===== src/rtl/joy_arb_pkg.sv =====
// joy_arb_pkg: shared mode encodings, direction bit indices and priority helper
package joy_arb_pkg;
    localparam logic [1:0] MODE_8WAY   = 2'b00;
    localparam logic [1:0] MODE_4LAST  = 2'b01;
    localparam logic [1:0] MODE_4FIRST = 2'b10;
    localparam logic [1:0] MODE_2H     = 2'b11;
    localparam int UP    = 3;
    localparam int DOWN  = 2;
    localparam int LEFT  = 1;
    localparam int RIGHT = 0;
    localparam logic [3:0] NO_OWNER = 4'hF;
    function automatic logic [3:0] prio_1h(input logic [3:0] v);
        return v[UP] ? 4'b1000 : v[DOWN] ? 4'b0100 : v[LEFT] ? 4'b0010 : 4'b0001;
    endfunction
endpackage


===== src/rtl/joy_arb_lane.sv =====
// joy_arb_lane: one joystick lane -- input stage, debounce, direction arbitration
// ports: clk, reset (async, active-high), ce (debounce sample enable),
//        mode[1:0], joy_in[3:0] {up,down,left,right}, joy_out[3:0] registered
module joy_arb_lane
    import joy_arb_pkg::*;
#(
    parameter int DEB_W   = 4,
    parameter int DEB_CNT = 0
) (
    input  logic       clk,
    input  logic       reset,
    input  logic       ce,
    input  logic [1:0] mode,
    input  logic [3:0] joy_in,
    output logic [3:0] joy_out
);
    logic [3:0] s1, deb, deb_q, deb_d, rise, mask, mask_nxt, pick, out_nxt;
    logic [1:0] mode_q;
    logic [DEB_W-1:0] cnt [4];
    logic load;
    // a bit flips only after DEB_CNT consecutive ce samples disagree with it;
    // the counter clears on agreement or on the flip itself and never wraps
    always_ff @(posedge clk or posedge reset) begin
        if (reset) begin
            deb_q <= '0;
            for (int i = 0; i < 4; i++) cnt[i] <= '0;
        end else begin
            for (int i = 0; i < 4; i++) begin
                if (s1[i] == deb_q[i]) cnt[i] <= '0;
                else if (ce) begin
                    if (int'(cnt[i]) >= DEB_CNT - 1) begin
                        deb_q[i] <= s1[i];
                        cnt[i]   <= '0;
                    end else if (cnt[i] != '1) cnt[i] <= cnt[i] + DEB_W'(1);
                end
            end
        end
    end
    assign deb  = (DEB_CNT == 0) ? s1 : deb_q;
    assign rise = deb & ~deb_d;
    // output uses the next mask so a newly granted press shows with the same latency as deb
    always_comb begin
        pick = (mode == MODE_2H) ? prio_1h(rise & 4'b0011) : prio_1h(rise);
        load = (mode == MODE_4LAST)  ? |rise :
               (mode == MODE_2H)     ? |rise[1:0] :
               (mode == MODE_4FIRST) ? (mask == NO_OWNER) && |rise : 1'b0;
        mask_nxt = (mode != mode_q || mode == MODE_8WAY || (deb & mask) == 4'h0) ? NO_OWNER :
                   load ? pick : mask;
        out_nxt = (mode == MODE_8WAY) ?
                  {deb[UP] & ~deb[DOWN], deb[DOWN] & ~deb[UP], deb[LEFT] & ~deb[RIGHT], deb[RIGHT] & ~deb[LEFT]} :
                  deb & mask_nxt & ((mode == MODE_2H) ? 4'b0011 : 4'hF);
    end
    always_ff @(posedge clk or posedge reset) begin
        if (reset) begin
            s1      <= '0;
            deb_d   <= '0;
            mask    <= NO_OWNER;
            mode_q  <= MODE_8WAY;
            joy_out <= '0;
        end else begin
            s1      <= joy_in;
            deb_d   <= deb;
            mask    <= mask_nxt;
            mode_q  <= mode;
            joy_out <= out_nxt;
        end
    end
endmodule


===== src/rtl/joy_dir_arb.sv =====
// joy_dir_arb: PLAYERS independent joystick lanes with debounce and direction arbitration
// ports: clk, reset (async, active-high), ce (debounce sample enable),
//        mode[2*PLAYERS-1:0] (2 bits per lane), joy_in/joy_out[4*PLAYERS-1:0] (nibble per lane)
module joy_dir_arb #(
    parameter int PLAYERS = 2,
    parameter int DEB_W   = 4,
    parameter int DEB_CNT = 0
) (
    input  logic                   clk,
    input  logic                   reset,
    input  logic                   ce,
    input  logic [2*PLAYERS-1:0]   mode,
    input  logic [4*PLAYERS-1:0]   joy_in,
    output logic [4*PLAYERS-1:0]   joy_out
);
    for (genvar p = 0; p < PLAYERS; p++) begin : g_lane
        joy_arb_lane #(.DEB_W(DEB_W), .DEB_CNT(DEB_CNT)) u_lane (
            .clk(clk),
            .reset(reset),
            .ce(ce),
            .mode(mode[2*p +: 2]),
            .joy_in(joy_in[4*p +: 4]),
            .joy_out(joy_out[4*p +: 4])
        );
    end
endmodule


===== config.mk =====
export PLATFORM = sky130hd
export DESIGN_NAME = joy_dir_arb
export DESIGN_NICKNAME = d
export VERILOG_FILES = /design/src/rtl/joy_arb_pkg.sv /design/src/rtl/joy_arb_lane.sv /design/src/rtl/joy_dir_arb.sv
export SDC_FILE = /design/constraint.sdc
export NUM_CORES = 1
export LEC_CHECK = 0
export ABC_AREA = 1
export BUFFER_PORTS_ARGS = -buffer_cell sky130_fd_sc_hd__buf_2
export CAP_MARGIN = 25
export CORE_AREA = 2 2 60 62
export DETAILED_ROUTE_END_ITERATION = 10
export DIE_AREA = 0 0 62 64
export PLACE_DENSITY = 0.69
export SYNTH_ARGS = -nofsm -noshare
export SYNTH_HDL_FRONTEND = slang
export SYNTH_SLANG_ARGS = --single-unit

===== constraint.sdc =====
create_clock -name clk -period 1.4 [get_ports clk]
set_clock_uncertainty 0.05 [all_clocks]
set_input_delay 0.14 -clock clk [delete_from_list [all_inputs] [get_ports clk]]
set_output_delay 0.14 -clock clk [all_outputs]
set_load 0.03 [all_outputs]

==> out/qor.txt <==
CTS HTree Levels: 2
number of cells produced by synthesis: 163
classification of the worst setup path: reg -> reg
most used flip-flop cell after synthesis: dfrtp_1
worst supply voltage drop on vdd: 0.000730 V
synthesis-to-finish area growth: 26.9%
cells taking the most area after synthesis: dfrtp_1 (44%), dfstp_2 (13%), nand2_1 (9.1%)
Sinks on Clock Net: 36
largest area contributor in the synthesized netlist: dfrtp_1
width of the chip: 62 microns
most instantiated library cell after synthesis: nand2_1
number of different library cells in the post-synthesis netlist: 23
final clock period utilization by the worst path: 1.01
combined global-route utilization of all metal layers: 0.165
total internal power: 1.52 mW
CTS root buf: clkbuf_4
Worst-Margin Slew: 428 ps
Reg power frac: 0.543
Setup-failing EPs final: 3
minimum hold slack: 381 ps
least setup slack across all paths after layout: -8.69 ps
cell area after technology mapping: 1610 sq um
initial cell density of the core: 0.489
routed wire length: 2910 microns
number of enable-type register cells in the synthesized netlist: 0
standard-cell row count: 21
clock transition at the registers of the reported paths: 110 ps
area fraction of the dominant cell type after synthesis: 0.436
mean routed wirelength per cell: 11.4 microns
detail-routed via count per cell: 4.75
Total Die Area: 3970 sq um
total nets after synthesis: 178
FILL cells: 273
power share of the clock group: 0.264
clock insertion delay at the later pin of the skew report: 330 ps
biggest fanout along the worst timing path: 4
clock tree from TritonCTS: yes
status: finished, violations left
final count of pins violating max slew: 0
Num CTS Buffers: 5
Synth Area in Compound Gates: 0.0491
total of warnings raised by yosys: 0
total power divided by cell area: 1050 nW/um^2
Net Switching: 624 uW
normalized max-slew margin: 0.715
Floorplan Core Area: 3280 sq um
length of the first detailed-routing pass in iterations: 5
synthesized-area fraction occupied by and/or/nand/nor cells: 0.299
count of max-cap constraint violations: 0
setup repair after global routing missed its margin: true
combinational family with the most area after synthesis: simple AND/OR/NAND/NOR gates
asr flop ratio synth: 1.00
final routed DRC violation total: 0
cell types with the highest counts after synthesis: nand2_1 (39), dfrtp_1 (28), inv_1 (24)
number of vias in the routed layout: 1,210
Critical Path Sink Type: flip-flop
instance area after placement: 1790 sq um
mux share of post-synthesis cell area: 0
GRT overflow: 0
min-delay worst type: in -> async
post-route ant nets: 0
final std cells w/o fill: 255
Final GP Congestion: 0.803
time the final worst path needs with I/O delays and setup: 1410 ps
number of placed instances with taps included: 233
Peak Freq: 0.710 GHz
area share of xor/xnor cells in the synthesized design: 0.0218
die boundary height: 64 microns
data arrival time of the critical path: 1590 ps
vias in the first global route: 1,146
final net count: 223
Setup crit start kind: flip-flop
Synth Area per Inst: 9.86 sq um
antenna violations before repair: 0
pre-CTS setup slack: 23.2 ps
share of total power consumed by net switching: 0.291
FF-to-FF setup slack: -9 ps
HPWL after DPL: 1960 microns
share of total power in combinational logic: 0.193
violations in the final reports: setup timing
count of input and output buffers: 21
count of endpoints failing hold in the final timing report: 0
maximum number of pins on one net before global-route repair: 37
proportion of layout cells with a drive suffix above 1: 0.373
leakage component of the power: 1.06 nW
critical path required time: 1580 ps
number of top-level pins: 23
sequential fraction of the synthesis area: 0.567
post-route cell area: 2040 sq um
post-route total power: 2.14 mW
maximum buffer depth of the clock tree: 2
adder-cell area share of the yosys netlist: 0
wire length of the first global-routing pass: 4900 microns
n_diodes: 0
Yosys reg bits: 36
iteration-0 DRC count of the detailed router: 27
-- final cells by class --
cell class,count,area (sq um),area share
Multi-Input combinational cell,100,637,0.312
Inverter,27,101,0.0497
Timing Repair Buffer,38,270,0.133
Tap cell,46,57.6,0.0282
Sequential cell,36,912,0.447
Clock inverter,2,10.0,0.00491
Clock buffer,6,51.3,0.0252
-- metal layers --
metal | track usage | wire [microns] | up-vias
li1 | - | - | 604
met1 | 0.212 | 1320 | 588
met2 | 0.266 | 1490 | 16
met3 | 0.0486 | 88 | 2
met4 | 0.0479 | 14 | 0
met5 | 0 | 0 | -
-- flip-flops by register name, indices dropped and copies added (netlist names) --
register,count
g_lane.u_lane.deb,8
g_lane.u_lane.deb_d,8
g_lane.u_lane.mode_q,4
g_lane.u_lane.joy_out,8
g_lane.u_lane.mask,8
-- cells in the final DEF, fill, tap and decap left out, types with 5 or more instances in the layout --
cell type and n:
nand3_1 12, nand2_2 7, nand3_2 10, clkbuf_4 5
dlygate4sd3_1 13, nand2_1 37, dfstp_2 8, buf_2 19
buf_4 6, dfrtp_1 27, inv_1 23
-- final timing paths --
path,cells past startpoint,to,start
setup / recovery,7,g_lane[1].u_lane.joy_out[3]$_DFF_PP0_,g_lane[1].u_lane.mask[0]$_DFF_PP1_
hold / removal,4,g_lane[0].u_lane.joy_out[3]$_DFF_PP0_,reset
setup reg to reg,7,g_lane[1].u_lane.joy_out[3]$_DFF_PP0_,g_lane[1].u_lane.mask[0]$_DFF_PP1_
hold reg to reg,0,g_lane[1].u_lane.deb_d[0]$_DFF_PP0_,g_lane[1].u_lane.deb[0]$_DFF_PP0_
max in group asynchronous,4,g_lane[1].u_lane.mask[2]$_DFF_PP1_,reset
min in group clk,2,g_lane[0].u_lane.deb[3]$_DFF_PP0_,joy_in[3]
-- power groups by stage --
stage / clock (mW) / sequential [mW] / combinational [mW]
after floorplan: 0 / 1.21 / 0.224
after detailed placement: 0 / 1.18 / 0.360
after global placement: 0 / 1.17 / 0.351
after global routing: 0.631 / 1.17 / 0.457
final: 0.566 / 1.16 / 0.413
after CTS: 0.590 / 1.16 / 0.393
-- what timing repair did --
action / CTS / global route
setup buffers: 1 / 0
resized for setup: 0 / 13
pin swaps: 2 / 9
hold buffers: 13 / 0
hold endpoints to repair: 40 / 0
setup endpoints to repair: 1 / 9
-- cells by family (layout without fill, tap and decap cells) --
logic type	count (synthesis)	in the layout
AO/OA/AOI/OAI	11	11
XOR/XNOR	4	4
buffers and inverters	27	73
flip-flops	36	36
AND/OR/NAND/NOR	85	85
-- critical path: stages, from the launching register on --
cell,delay (ps)
dfstp_2,560
nand2_1,100
o21ai_4,210
nand2_2,120
nand2_1,90
nand3_2,80
nand2_1,70
nand2_1,40
-- stage by stage --
stage	setup TNS (ps)	utilization
6_report	-16.5	0.621
3_3_place_gp	0	0.546
4_1_cts	0	0.606
5_1_grt	-502	0.621
2_1_floorplan	0	-
3_5_place_dp	0	0.546
Power figures use the tool's default switching activity.
